File: config.mk
export PLATFORM = sky130hd
export DESIGN_NAME = clk_div_multi
export DESIGN_NICKNAME = d
export VERILOG_FILES = /design/src/rtl/clk_div_multi_pkg.sv /design/src/rtl/clk_div_channel.sv /design/src/rtl/clk_div_multi.sv
export SDC_FILE = /design/constraint.sdc
export NUM_CORES = 1
export LEC_CHECK = 0
export CAP_MARGIN = 20
export CORE_MARGIN = 8
export CORE_UTILIZATION = 60
export CTS_BUF_LIST = sky130_fd_sc_hd__clkbuf_2 sky130_fd_sc_hd__clkbuf_4 sky130_fd_sc_hd__clkbuf_8
export CTS_CLUSTER_SIZE = 16
export DETAILED_ROUTE_END_ITERATION = 10
export GPL_ROUTABILITY_DRIVEN = 0
export PLACE_DENSITY = 0.79
export SYNTH_ARGS = -nofsm -noshare
export SYNTH_HDL_FRONTEND = slang
export SYNTH_HIERARCHICAL = 1
export SYNTH_SLANG_ARGS = --single-unit
File: constraint.sdc
create_clock -name clk -period 4 [get_ports clk]
set_input_delay 1.2 -clock clk [delete_from_list [all_inputs] [get_ports clk]]
set_output_delay 1.2 -clock clk [all_outputs]
set_load 0.02 [all_outputs]
File: src/rtl/clk_div_multi_pkg.sv
// clk_div_multi_pkg: register selects and CTRL field layout shared by the divider block.
package clk_div_multi_pkg;
    // c_addr[0] picks which channel register a write targets
    typedef enum logic {
        REG_LIMIT = 1'b0,
        REG_CTRL  = 1'b1
    } reg_sel_e;
    // CTRL register fields
    localparam int   CTRL_EN_BIT   = 0;
    localparam int   CTRL_MODE_BIT = 1;
    localparam logic MODE_CLK      = 1'b0;
    localparam logic MODE_STB      = 1'b1;
endpackage

File: src/rtl/clk_div_channel.sv
// clk_div_channel: one divider channel holding counter, limit, enable and mode.
//   clk, rst_n  : system clock, asynchronous active-low reset
//   apply       : 1-cycle strobe, load apply_data into the register named by apply_reg
//   apply_reg   : REG_LIMIT or REG_CTRL
//   apply_data  : new limit, or CTRL bits {mode, enable} in [1:0]
//   wrap        : combinational period-end flag (enabled and cnt == limit)
//   en          : current enable, used by the top to steer apply timing
//   clkout      : 50% divided clock (mode 0) or 1-cycle strobe (mode 1)
//   tick        : registered wrap event, 1 cycle per period
module clk_div_channel
    import clk_div_multi_pkg::*;
#(
    parameter int                   WIDTH_CNT   = 24,
    parameter logic [WIDTH_CNT-1:0] RESET_LIMIT = '0,
    parameter logic                 RESET_EN    = 1'b1
) (
    input  logic                 clk,
    input  logic                 rst_n,
    input  logic                 apply,
    input  reg_sel_e             apply_reg,
    input  logic [WIDTH_CNT-1:0] apply_data,
    output logic                 wrap,
    output logic                 en,
    output logic                 clkout,
    output logic                 tick
);
    logic [WIDTH_CNT-1:0] cnt;
    logic [WIDTH_CNT-1:0] limit;
    logic                 mode;
    logic                 apply_ctrl;
    logic                 restart;
    logic                 clkout_nxt;

    assign wrap       = en && (cnt == limit);
    assign apply_ctrl = apply && (apply_reg == REG_CTRL);
    // Disabling or switching mode restarts clkout from 0; since CTRL only lands
    // at a period boundary, this can only stretch a low phase, never chop a pulse.
    assign restart    = apply_ctrl &&
                        (!apply_data[CTRL_EN_BIT] || (apply_data[CTRL_MODE_BIT] != mode));

    always_comb begin
        clkout_nxt = (restart || !en) ? 1'b0 :
                     (mode == MODE_STB) ? wrap : (clkout ^ wrap);
    end

    always_ff @(posedge clk or negedge rst_n) begin
        if (!rst_n) begin
            cnt    <= '0;
            limit  <= RESET_LIMIT;
            en     <= RESET_EN;
            mode   <= MODE_CLK;
            clkout <= 1'b0;
            tick   <= 1'b0;
        end else begin
            cnt    <= (en && !wrap) ? cnt + 1'b1 : '0;
            tick   <= wrap;
            clkout <= clkout_nxt;
            if (apply_ctrl) begin
                en   <= apply_data[CTRL_EN_BIT];
                mode <= apply_data[CTRL_MODE_BIT];
            end
            if (apply && (apply_reg == REG_LIMIT))
                limit <= apply_data;
        end
    end
endmodule

File: src/rtl/clk_div_multi.sv
// clk_div_multi: N-channel programmable clock/tick generator with glitch-free reconfiguration.
//   clk, rst_n : system clock, asynchronous active-low reset
//   c_addr     : [0] register select (0 LIMIT, 1 CTRL), [MSB:1] channel index
//   c_data     : LIMIT value in [WIDTH_CNT-1:0]; CTRL enable in [0], mode in [1]
//   c_valid    : config write request, transfers when c_valid & c_ready
//   c_ready    : no write pending in the shadow slot
//   c_err      : 1-cycle pulse after an accepted write to a nonexistent channel
//   clkout     : per-channel divided clock or strobe
//   tick       : per-channel 1-cycle pulse per period
module clk_div_multi
    import clk_div_multi_pkg::*;
#(
    parameter int                          NUM_CH            = 4,
    parameter int                          WIDTH_CNT         = 24,
    parameter int                          WIDTH_CONFIG_ADDR = 8,
    parameter int                          WIDTH_CONFIG_DATA = 32,
    parameter logic [NUM_CH*WIDTH_CNT-1:0] RESET_LIMITS      = '0,
    parameter logic [NUM_CH-1:0]           RESET_EN          = '1
) (
    input  logic                         clk,
    input  logic                         rst_n,
    input  logic [WIDTH_CONFIG_ADDR-1:0] c_addr,
    input  logic [WIDTH_CONFIG_DATA-1:0] c_data,
    input  logic                         c_valid,
    output logic                         c_ready,
    output logic                         c_err,
    output logic [NUM_CH-1:0]            clkout,
    output logic [NUM_CH-1:0]            tick
);
    localparam int CHW = WIDTH_CONFIG_ADDR - 1;

    logic                 pend;
    logic [CHW-1:0]       sh_ch;
    reg_sel_e             sh_reg;
    logic [WIDTH_CNT-1:0] sh_data;
    logic [CHW-1:0]       req_ch;
    logic                 mapped;
    logic                 accept;
    logic [NUM_CH-1:0]    wrap;
    logic [NUM_CH-1:0]    en;
    logic [NUM_CH-1:0]    apply;
    logic                 unused_data;

    assign req_ch      = c_addr[WIDTH_CONFIG_ADDR-1:1];
    assign mapped      = int'(req_ch) < NUM_CH;
    assign c_ready     = ~pend;
    assign accept      = c_valid && c_ready;
    assign unused_data = ^c_data[WIDTH_CONFIG_DATA-1:WIDTH_CNT];

    // Unmapped writes never occupy the shadow slot; they only raise c_err.
    always_ff @(posedge clk or negedge rst_n) begin
        if (!rst_n) begin
            pend    <= 1'b0;
            sh_ch   <= '0;
            sh_reg  <= REG_LIMIT;
            sh_data <= '0;
            c_err   <= 1'b0;
        end else begin
            c_err <= accept && !mapped;
            if (accept && mapped) begin
                pend    <= 1'b1;
                sh_ch   <= req_ch;
                sh_reg  <= reg_sel_e'(c_addr[0]);
                sh_data <= c_data[WIDTH_CNT-1:0];
            end else if (|apply) begin
                pend <= 1'b0;
            end
        end
    end

    for (genvar i = 0; i < NUM_CH; i++) begin : g_ch
        // Running channels take the write at their period boundary; idle ones at once.
        assign apply[i] = pend && (sh_ch == CHW'(i)) && (wrap[i] || !en[i]);

        clk_div_channel #(
            .WIDTH_CNT  (WIDTH_CNT),
            .RESET_LIMIT(RESET_LIMITS[i*WIDTH_CNT +: WIDTH_CNT]),
            .RESET_EN   (RESET_EN[i])
        ) u_ch (
            .clk       (clk),
            .rst_n     (rst_n),
            .apply     (apply[i]),
            .apply_reg (sh_reg),
            .apply_data(sh_data),
            .wrap      (wrap[i]),
            .en        (en[i]),
            .clkout    (clkout[i]),
            .tick      (tick[i])
        );
    end
endmodule

# Yosys cells after proc, flatten, opt, wreduce, memory -nomap -nowiden
# Index checks and enable logic that the tools add are counted.
# Widths: inputs -> output; s select.
[classes]
n_bitwise = 6
n_reduce_logical = 56
n_eq_ne = 11
addsub = 4
mux = 14
order_cmp = 1
[ops]
columns = ["operator", "count"]
rows = [
  ["$add 24x1->24 const B", 4],
  ["$eq 24x24->1", 4],
  ["$mux 24", 4],
  ["$logic_and 1x1->1", 31],
  ["$eq 7x2->1 const B", 2],
  ["$logic_or 1x1->1", 12],
  ["$logic_not 1->1", 10],
  ["$mux 1", 10],
  ["$eq 7x1->1 const B", 1],
  ["$logic_not 7->1", 1],
  ["$lt 7x3->1 const B", 1],
  ["$ne 1x1->1", 4],
  ["$reduce_or 4->1", 1],
  ["$xor 1x1->1", 4],
  ["$not 1->1", 2],
  ["$reduce_bool 2->1", 1],
]
[totals]
reg_bits = 242
in_bits = 43
wordCells = 121
out_inout_bits = 10

# Longest topological paths before layout
# Gate-level depths: netlist of run 1.
[logic_depth]
depth_word = 8
ltp_mapped = 12
ltp_nobuf = 12

# Cells and area by module
# Netlist of run 1, hierarchy kept.
[by_module_without_submodules]
columns = ["module", "instances", "seq_area_each_um2", "area_per_inst_um2", "cells_per_inst"]
rows = [
  ["clk_div_channel", 4, 1302.5, 2499.9, 213],
  ["clk_div_multi", 1, 850.8, 1473.9, 91],
]

# Least setup slack after synthesis of run 1
# Ideal clock, no wire load.
[synth_timing]
path_kind = "input port to flip-flop"
start = "in c_addr[6]"
end = "reg sh_ch[0]"
t_required_ps = 3875
t_arrival_ps = 2577
path_buffers = 2
setup_slack_ps = 1298
stages = 6
setup_time_ps = 125
path_cell_list = "or4_4 -> nor2_2 -> and3_4 -> buf_12 -> buf_12 -> mux2_4"
[synth_via]
elab_chain_cells = 2
[synth_lines]
columns = ["item", "line_no", "text"]
rows = [
  ["start, declared", "clk_div_multi.sv:22", "input logic [WIDTH_CONFIG_ADDR-1:0] c_addr,"],
  ["$lt 7x3->1", "clk_div_multi.sv:45", "assign mapped = int'(req_ch) < NUM_CH;"],
  ["$logic_and 1x1->1", "clk_div_multi.sv:60", "if (accept && mapped) begin"],
  ["end signal, assigned", "clk_div_multi.sv:62", "sh_ch <= req_ch;"],
  ["end, declared", "clk_div_multi.sv:33", "logic [CHW-1:0] sh_ch;"],
]
# No other way between the ends.
# A chain may end at the register's enable or synchronous reset.

# Worst setup path in the final report of run 1
[layout_timing]
start = "reg g_ch[2].u_ch.cnt[0]"
end = "reg g_ch[2].u_ch.limit[7]"
[layout_via]
elab_chain_cells = 5
[layout_lines]
columns = ["item", "line_no", "text"]
rows = [
  ["start, declared", "clk_div_channel.sv:27", "logic [WIDTH_CNT-1:0] cnt;"],
  ["start signal, assigned", "clk_div_channel.sv:55", "cnt <= (en && !wrap) ? cnt + 1'b1 : '0;"],
  ["$eq 24x24->1", "clk_div_channel.sv:34", "assign wrap = en && (cnt == limit);"],
  ["$logic_and 1x1->1", "clk_div_channel.sv:34", ""],
  ["named net wrap[2]", "clk_div_multi.sv:39", "logic [NUM_CH-1:0] wrap;"],
  ["$logic_or 1x1->1", "clk_div_multi.sv:73", "assign apply[i] = pend && (sh_ch == CHW'(i)) && (wrap[i] || !en[i]);"],
  ["$logic_and 1x1->1", "clk_div_multi.sv:73", ""],
  ["named net apply[2]", "clk_div_multi.sv:41", "logic [NUM_CH-1:0] apply;"],
  ["$logic_and 1x1->1", "clk_div_channel.sv:62", "if (apply && (apply_reg == REG_LIMIT))"],
  ["end signal, assigned", "clk_div_channel.sv:63", "limit <= apply_data;"],
  ["end, declared", "clk_div_channel.sv:28", "logic [WIDTH_CNT-1:0] limit;"],
]
# The timed path passes the listed nets, and every way through them passes these cells.

==> out/qor.yml, run 1 <==
die:
  ioPinCount: 53
  die_w_um: 154
  initial_core_util: 0.611
  rows: 50
  die_area_sq_um: 23800
  die_h_um: 154
  core_area_sq_um: 18800
layout:
  reg_top3: "g_ch.u_ch/cnt: 96 flops, g_ch.u_ch/limit: 96 flops, sh_data: 24 flops"
  syn2layout_area_growth_pct: 12.4
  final_common_cell: "dfrtp_1"
  antenna_cells: 0
  nNetsFinal: 1058
  final_cell_mix: "238 x dfrtp_1, 140 x xor2_1, 115 x mux2_2, 99 x nor2_1, 49 x clkbuf_8"
  drive_gt1_frac: 0.243
  fin_util: 0.687
yosys:
  synth_fp_nets: 990
  synth.area.top_cells: "dfrtp_1 52%, mux2_2 11%, xor2_1 11%"
  yosys.cell_types.count: 40
  ys_seq_elements: 242
  yosys_warnings: 6
  yosys_most_used_dff: "dfrtp_1"
  yosysTopAreaCell: "dfrtp_1"
  syn_inst: 943
  synthArstFlopShare: 1.00
  synth_top_area_share: 0.519
  synth_edf_count: 0
  seq_area_frac_synth: 0.528
  postSynthAreaPerCell_sq_um: 12.2
  synth_area_sq_um: 11500
detailed_routing:
  first_pass_iters: 4
  wl_um: 24900
  drtAntennaViolNets: 0
  drc_errors: 0
  viasPerCell: 5.66
  wire_per_inst_um: 19.5
  dr_total_vias: 7212
  drt_iter0_markers: 438
timing:
  rsz0062_at_grt: "false"
  finalCritPeriodShare: 0.820
  relSlewSlack: 0.301
  min_period_ps: 3280
  fmax_mhz: 305
  slew_viol_final: 0
  fin_skew_ps: 10.1
  setup_viol: 0
  worst_slew_pin_slew_ps: 1050
  hold_viol: 0
  finalSetupTns_ps: 0
global_route:
  grt_max_degree: 91
  overflow: 0
  grt_first_pass_wirelength_um: 40100
  antenna_found_initial: 1
  grt_pass1_vias: 7338
  gr-usage-all-layers: 0.213
power:
  power_density_nw_per_um2: 527
  power.static_leakage_nw: 6.24
  peakVddDrop_uv: 352
  power.total_mw: 6.80
setup_path:
  worst_setup_path_start_kind: "flip-flop"
  r2r-start: "g_ch[2].u_ch/cnt[0]$_DFF_PN0_"
  cp.arrival_ps: 3690
  worstPathMaxFanout: 24
  endpoint_kind: "flip-flop"
  worstSetupStartpoint: "g_ch[2].u_ch/cnt[0]$_DFF_PN0_"
  critPathKind: "reg2reg"
  cp.required_ps: 4410
clocking:
  cts_max_level: 2
  cts_inserted_buffers: 40
  hold_buffers: 0
  root_buffer: "clkbuf_8"
  ctsResizeCount: 0
  worstSkewPairLatency_ps: 530
  cts_tree: "done"
  cts_sinks: 242
  cts_buffer_depth: 3
  path_clk_slew_ps: 60
  postCtsSetupBuffers: 0
status:
  status: "finished clean"
worst_hold_path:
  worstHoldPathType: "reg2reg"
  min-delay-start: "pend$_DFFE_PN0P_"
flow_run:
  drv_cap: 0
placement:
  post-dp-hpwl_um: 16600
  io_buffers: 44
## Yosys cell counts (5+ instances only)
cell type    n
dfrtp_1    238
xor2_1     140
mux2_2     115
nor2_1      99
xnor2_1     40
nand2_1     36
nor4_1      28
nand3_1     26
nand4_1     24
mux2_4      20
inv_1       15
a21oi_1     13
and2_1      13
and3_1      12
and4_1      12
o21ai_0     10
and3_4       9
nor2b_1      9
nor3_1       9
buf_2        8
buf_4        8
or3_1        8
nor3b_1      5
## metrics by stage
| step | std cells | area (sq um) | setup slack [ps] | hold WS, ps |
|---|---|---|---|---|
| after detailed placement | 1203 | 12100 | 665 | 424 |
| after CTS | 1274 | 12900 | 746 | 436 |
| final | 1274 | 12900 | 721 | 445 |
| after global routing | 1274 | 12900 | 522 | 479 |
| after global placement | 1203 | 12100 | 703 | 428 |
| after floorplan | 943 | 11500 | 1300 | 409 |
## power breakdown
part / switching, mW / internal [mW] / total, mW
Combinational: 0.629 / 0.683 / 1.31
Sequential: 0.464 / 2.84 / 3.31
Clock: 0.966 / 1.21 / 2.18
## routing by layer
| metal | part of all wire | global-route usage |
|---|---|---|
| met5 | 0 | 0 |
| met2 | 0.48 | 0.339 |
| met3 | 0.048 | 0.0424 |
| met1 | 0.45 | 0.284 |
| met4 | 0.027 | 0.0840 |
## final timing paths
path,to,slack [ps],depth (start not counted)
worst max register to register,g_ch[2].u_ch/limit[7]$_DFFE_PN0P_,720,10
worst min register to register,c_err$_DFF_PN0_,440,1
worst min-delay path,c_err$_DFF_PN0_,440,1
min in group asynchronous,sh_ch[3]$_DFFE_PN0P_,680,1
worst max-delay path,g_ch[2].u_ch/limit[7]$_DFFE_PN0P_,720,10
max in group asynchronous,g_ch[0].u_ch/cnt[1]$_DFF_PN0_,2460,2
## worst max-delay path, cell delays in order (launching register included)
cell     delay, ps
dfrtp_1        420
xor2_1         160
nor4_1         430
nand4_1        280
nor2_1         260
and2_1         190
o21ai_0         80
nor3_1         390
nor2b_2        230
buf_4          330
mux2_2         380
## cell type report
class	count	area [sq um]
inverters	15	56.3
flip-flops and latches	242	6060
clock buffers	60	757
well taps	234	293
repair buffers	53	526
multi-input cells	659	5150
clock inverters	11	60.1
fillers	1350	5870
## kinds of logic after synthesis
family | after synthesis | synth area share
AOI/OAI and AO/OA | 28 | 0.0138
xor gates and xnor gates | 180 | 0.137
adders and majority gates | 4 | 0.00436
buffers and inverters | 42 | 0.0241
DFF | 242 | 0.528
muxes | 135 | 0.139
and+or+nand+nor | 312 | 0.153
Note: power is estimated with default switching activity, not from simulation.
==> run 2: changes to the inputs <==
--- a/config.mk
+++ b/config.mk
@@ -7,7 +7,7 @@
 export LEC_CHECK = 0
 export CAP_MARGIN = 20
 export CORE_MARGIN = 8
-export CORE_UTILIZATION = 60
+export CORE_UTILIZATION = 57
 export CTS_BUF_LIST = sky130_fd_sc_hd__clkbuf_2 sky130_fd_sc_hd__clkbuf_4 sky130_fd_sc_hd__clkbuf_8
 export CTS_CLUSTER_SIZE = 16
 export DETAILED_ROUTE_END_ITERATION = 10
==> constraint.sdc (replaced) <==
create_clock -name clk -period 3 [get_ports clk]
set_input_delay 0.9 -clock clk [delete_from_list [all_inputs] [get_ports clk]]
set_output_delay 0.9 -clock clk [all_outputs]
set_load 0.02 [all_outputs]
==> out/qor.yml, run 2 (same netlist as run 1, synthesis figures left out) <==
layout:
  reg_top3: "g_ch.u_ch/cnt: 96 flops, g_ch.u_ch/limit: 96 flops, sh_data: 24 flops"
  fin_util: 0.681  # -0.00586
  final_common_cell: "dfrtp_1"
  nNetsFinal: 1105  # +4.4%
  antenna_cells: 0  # unchanged
  drive_gt1_frac: 0.291  # +0.0478
  final_cell_mix: "238 x dfrtp_1, 140 x xor2_1, 108 x mux2_2, 96 x nor2_1, 55 x clkbuf_8"
  syn2layout_area_growth_pct: 18.6
global_route:
  grt_first_pass_wirelength_um: 42000  # +4.7%
  overflow: 0  # unchanged
  grt_pass1_vias: 7802  # +6.3%
  grt_max_degree: 63  # -31%
  antenna_found_initial: 0  # -1
  gr-usage-all-layers: 0.218  # +0.00472
power:
  power.total_mw: 9.71  # +43%
  peakVddDrop_uv: 451  # +28%
  power_density_nw_per_um2: 713  # +35%
  power.static_leakage_nw: 6.58  # +5.5%
timing:
  fmax_mhz: 349  # +15%
  relSlewSlack: 0.511  # +0.209
  finalSetupTns_ps: 0  # unchanged
  fin_skew_ps: 19.2  # +9.04 ps
  worst_slew_pin_slew_ps: 734  # -314 ps
  setup_viol: 0  # unchanged
  slew_viol_final: 0  # unchanged
  finalCritPeriodShare: 0.954  # +0.134
  post-route-worst-setup-slack_ps: 138  # -583 ps
  hold_viol: 0  # unchanged
  min_period_ps: 2860  # -417 ps
placement:
  post-dp-hpwl_um: 17300  # +4.4%
  io_buffers: 44  # unchanged
  dp_slack_ps: -32.0  # -697 ps
setup_path:
  critPathKind: "reg2reg"
  cp.arrival_ps: 3290  # -400 ps
  worstPathMaxFanout: 24  # unchanged
  cp.required_ps: 3430  # -980 ps
  endpoint_kind: "flip-flop"
  worst_setup_path_start_kind: "flip-flop"
worst_hold_path:
  worstHoldPathType: "in2async"
detailed_routing:
  dr_total_vias: 7592  # +5.3%
  drc_errors: 0  # unchanged
  wl_um: 26600  # +7.1%
  viasPerCell: 5.59  # -1.3%
  drtAntennaViolNets: 0  # unchanged
  drt_iter0_markers: 470  # +7.3%
  wire_per_inst_um: 19.6  # +0.41%
  first_pass_iters: 4  # unchanged
clocking:
  cts_sinks: 242  # unchanged
  cts_tree: "done"
  cts_inserted_buffers: 41  # +2.5%
  root_buffer: "clkbuf_8"
  worstSkewPairLatency_ps: 540  # about the same
  cts_max_level: 2  # unchanged
  cts_buffer_depth: 3  # unchanged
  hold_buffers: 0  # unchanged
  path_clk_slew_ps: 60  # about the same
die:
  initial_core_util: 0.574  # -0.0369
  ioPinCount: 53  # unchanged
  die_h_um: 158  # +2.3%
  die_w_um: 158  # +2.3%
  rows: 52  # +4.0%
  core_area_sq_um: 20000  # +6.4%
  die_area_sq_um: 24900  # +4.7%
status:
  status: "finished clean"
flow_run:
  drv_cap: 0  # unchanged
==> run 2: power by group <==
part	internal, mW	switching (mW)
clock	1.86	1.33
combinational	1.16	0.941
sequential	3.79	0.631
==> run 2: cell type report <==
cell class | instances | area (sq um)
multi-input cells | 659 | 5250
inverters | 15 | 56.3
fillers | 1425 | 6360
well taps | 270 | 338
clock buffers | 66 | 840
flip-flops and latches | 242 | 6060
repair buffers | 99 | 997
clock inverters | 8 | 67.6
==> run 2: metrics by stage <==
stage | cells | hold slack [ps] | cell area, sq um
CTS | 1353 | 316 | 13400
detailed placement | 1279 | 435 | 12500
global placement | 1279 | 426 | 12500
global route | 1359 | 333 | 13600
finish | 1359 | 306 | 13600
floorplan | 943 | 409 | 11500
==> run 2: repair_timing <==
item                                    CTS  global route
pin swaps                                 0            11
resized for setup                         2            23
setup buffers                             0             3
gates cloned                              0             3
endpoints found under the setup margin   35            75
==> run 2: final timing paths <==
| check | from | endpoint | slack (ps) | depth (start not counted) |
|---|---|---|---|---|
| min in group clk | pend$_DFFE_PN0P_ | c_err$_DFF_PN0_ | 440 | 1 |
| max reg2reg | g_ch[1].u_ch/cnt[18]$_DFF_PN0_ | g_ch[1].u_ch/limit[12]$_DFFE_PN0P_ | 140 | 11 |
| max in group asynchronous | rst_n | g_ch[2].u_ch/cnt[17]$_DFF_PN0_ | 1980 | 2 |
| min reg2reg | pend$_DFFE_PN0P_ | c_err$_DFF_PN0_ | 440 | 1 |
| max | g_ch[1].u_ch/cnt[18]$_DFF_PN0_ | g_ch[1].u_ch/limit[12]$_DFFE_PN0P_ | 140 | 11 |
| min | rst_n | sh_ch[4]$_DFFE_PN0P_ | 310 | 1 |
==> run 2: worst max-delay path, cell delays in order (launching register included) <==
cell     delay (ps)
dfrtp_1         420
xor2_1          170
nor4_2          360
nand4_1         210
nor2_1          180
buf_4           160
and2_4          140
nor2b_1          70
nor4b_4         260
nor2b_4         230
buf_12          200
mux2_2          360
==> run 2: metal layers <==
layer | global-route usage | wire length [um] | vias to the layer above
li1 | - | - | 3503
met1 | 0.280 | 10900 | 3879
met2 | 0.363 | 13500 | 163
met3 | 0.0358 | 1610 | 47
met4 | 0.0852 | 614 | 0
met5 | 0 | 0 | -
==> run 3: changes to the inputs <==
==> constraint.sdc (replaced) <==
create_clock -name clk -period 2.32 [get_ports clk]
set_input_delay 0.696 -clock clk [delete_from_list [all_inputs] [get_ports clk]]
set_output_delay 0.696 -clock clk [all_outputs]
set_load 0.02 [all_outputs]
==> out/qor.yml, run 3 (same netlist as run 1, synthesis figures left out) <==
global_route:
  gr-usage-all-layers: 0.280  # +0.0621
  grt_max_degree: 63  # unchanged
  grt_pass1_vias: 9518  # +22%
  overflow: 0  # unchanged
  grt_first_pass_wirelength_um: 53200  # +27%
  antenna_found_initial: 0  # unchanged
die:
  die_w_um: 158  # unchanged
  die_area_sq_um: 24900  # unchanged
  initial_core_util: 0.574  # unchanged
  core_area_sq_um: 20000  # unchanged
  ioPinCount: 53  # unchanged
  rows: 52  # unchanged
  die_h_um: 158  # unchanged
detailed_routing:
  dr_total_vias: 8875  # +17%
  drt_iter0_markers: 813  # +73%
  first_pass_iters: 5  # +1
  drc_errors: 0  # unchanged
  wire_per_inst_um: 23.5  # +20%
  wl_um: 35500  # +34%
  viasPerCell: 5.88  # +5.2%
  drtAntennaViolNets: 0  # unchanged
power:
  peakVddDrop_uv: 914  # +100%
  power.static_leakage_nw: 7.56  # +15%
  power_density_nw_per_um2: 927  # +30%
layout:
  design_area_sq_um: 15300  # +13%
  final_cells: 1510  # +11%
  antenna_cells: 0  # unchanged
  nNetsFinal: 1260  # +14%
  reg_top3: "g_ch.u_ch/cnt: 96 flops, g_ch.u_ch/limit: 96 flops, sh_data: 24 flops"
  final_common_cell: "dfrtp_1"
  syn2layout_area_growth_pct: 33.8
  fin_util: 0.768  # +0.0869
  multi_input_area_sq_um: 5700  # +8.6%
  final_cell_mix: "237 x dfrtp_1, 185 x buf_4, 138 x xor2_1, 96 x mux2_4, 93 x nor2_1"
  regArea_sq_um: 6060  # about the same
  nFillCells: 1063  # -25%
  drive_gt1_frac: 0.398  # +0.107
placement:
  io_buffers: 44  # unchanged
  post-dp-hpwl_um: 18500  # +6.8%
  placed_cell_area_sq_um: 13600  # +8.7%
  dp_cells: 1403  # +9.7%
setup_path:
  r2r-start: "g_ch[2].u_ch/cnt[16]$_DFF_PN0_"
  r2r_slack_ps: -670  # -810 ps
  cp_num_cells: 13  # +2
  worst-path-buf-inv: 2  # unchanged
  cpMaxStageDelayCell: "dfrtp_1"
  worstPathMaxFanout: 2  # -92%
  r2r_cells: 13  # +2
  r2r-end: "g_ch[2].u_ch/clkout$_DFF_PN0_"
  cp.required_ps: 2750  # -680 ps
  max_stage_delay_ps: 420  # about the same
  critPathKind: "reg2reg"
  path_cells: "xor2_1 > nor4_2 > nand4_1 > nor2_2 > buf_6 > and2_4 > o21ai_2 > nor3_2 > buf_4 > nand2_4 > a21oi_4 > and3b_1 > mux2_4"
  worstSetupStartpoint: "g_ch[2].u_ch/cnt[16]$_DFF_PN0_"
  crit_family: "simple AND/OR/NAND/NOR gates"
  endpoint_kind: "flip-flop"
  cp.arrival_ps: 3420  # +130 ps
  cp-endpoint: "g_ch[2].u_ch/clkout$_DFF_PN0_"
  worst_setup_path_start_kind: "flip-flop"
timing:
  hold_ws_ps: 92.8  # -214 ps
  setup_viol: 109  # +109
  hold_viol: 0  # unchanged
  relSlewSlack: 0.412  # -0.0992
  rsz0062_at_grt: "true"
  post-route-worst-setup-slack_ps: -674  # -811 ps
  fmax_mhz: 334  # -4.4%
  finalCritPeriodShare: 1.29  # +0.336
  worst_slew_pin_slew_ps: 882  # +149 ps
  min_period_ps: 2990  # +131 ps
  slew_viol_final: 0  # unchanged
  fin_skew_ps: 32.2  # +13.0 ps
clocking:
  cts_max_level: 2  # unchanged
  cts_tree: "done"
  cts_inserted_buffers: 40  # -2.4%
  worstSkewPairLatency_ps: 560  # +20 ps
  path_clk_slew_ps: 70  # about the same
  cts_sinks: 242  # unchanged
  cts_buffer_depth: 3  # unchanged
  root_buffer: "clkbuf_8"
status:
  status: "finished, violations left"
  violations: "setup timing"
worst_hold_path:
  worstHoldPathType: "in2async"
flow_run:
  drv_cap: 0  # unchanged
run 3: cell count changes in the layout (fill, tap and decap cells not counted), moves of 6 or more:
| cell | change |
|---|---|
| nor4_2 | +6 |
| buf_6 | +7 |
| nor4_1 | -6 |
| buf_4 | +141 |
| mux2_4 | +69 |
| mux2_2 | -69 |
run 3: final cells by class:
class / count / area share
clock inverters: 6 / 0.00391
well taps: 270 / 0.0220
inverters: 15 / 0.00367
multi-input cells: 659 / 0.372
repair buffers: 255 / 0.151
flip-flops and latches: 242 / 0.395
clock buffers: 63 / 0.0528
run 3: metrics by stage:
stage	setup slack [ps]	total power, mW	TNS [ps]
floorplan	-130	7.25	-5880
finish	-674	14.2	-57100
global placement	-515	8.72	-47210
CTS	-443	13.5	-40730
detailed placement	-562	8.85	-55720
global route	-776	14.7	-67210
run 3: what timing repair did:
item | CTS | global route
hold buffers | 0 | 0
setup endpoints to repair | 110 | 109
cloned | 6 | 1
hold endpoints to repair | 0 | 0
buffers inserted | 25 | 15
pin swaps | 17 | 23
gates resized for setup | 72 | 35
run 3: metal layers:
metal	track usage	part of all wire	vias up
li1	-	-	3796
met1	0.326	0.37	4434
met2	0.468	0.50	450
met3	0.0516	0.066	195
met4	0.184	0.071	0
met5	0	0	-
run 3: report_power, final:
| group | switching, mW | leakage, nW | total, mW | internal (mW) |
|---|---|---|---|---|
| Combinational | 1.84 | 3.80 | 4.29 | 2.46 |
| Clock | 1.80 | 0.456 | 4.13 | 2.32 |
| Sequential | 0.915 | 3.30 | 5.81 | 4.90 |
| Total | 4.55 | 7.56 | 14.2 | 9.68 |
run 3: how the worst min path moves through the flow:
stage	end	slack, ps
floorplan	c_err$_DFF_PN0_	400
global placement	c_err$_DFF_PN0_	410
detailed placement	c_err$_DFF_PN0_	440
CTS	sh_data[3]$_DFFE_PN0P_	100
global route	g_ch[3].u_ch/mode$_DFFE_PN0P_	120
finish	g_ch[3].u_ch/tick$_DFF_PN0_	90
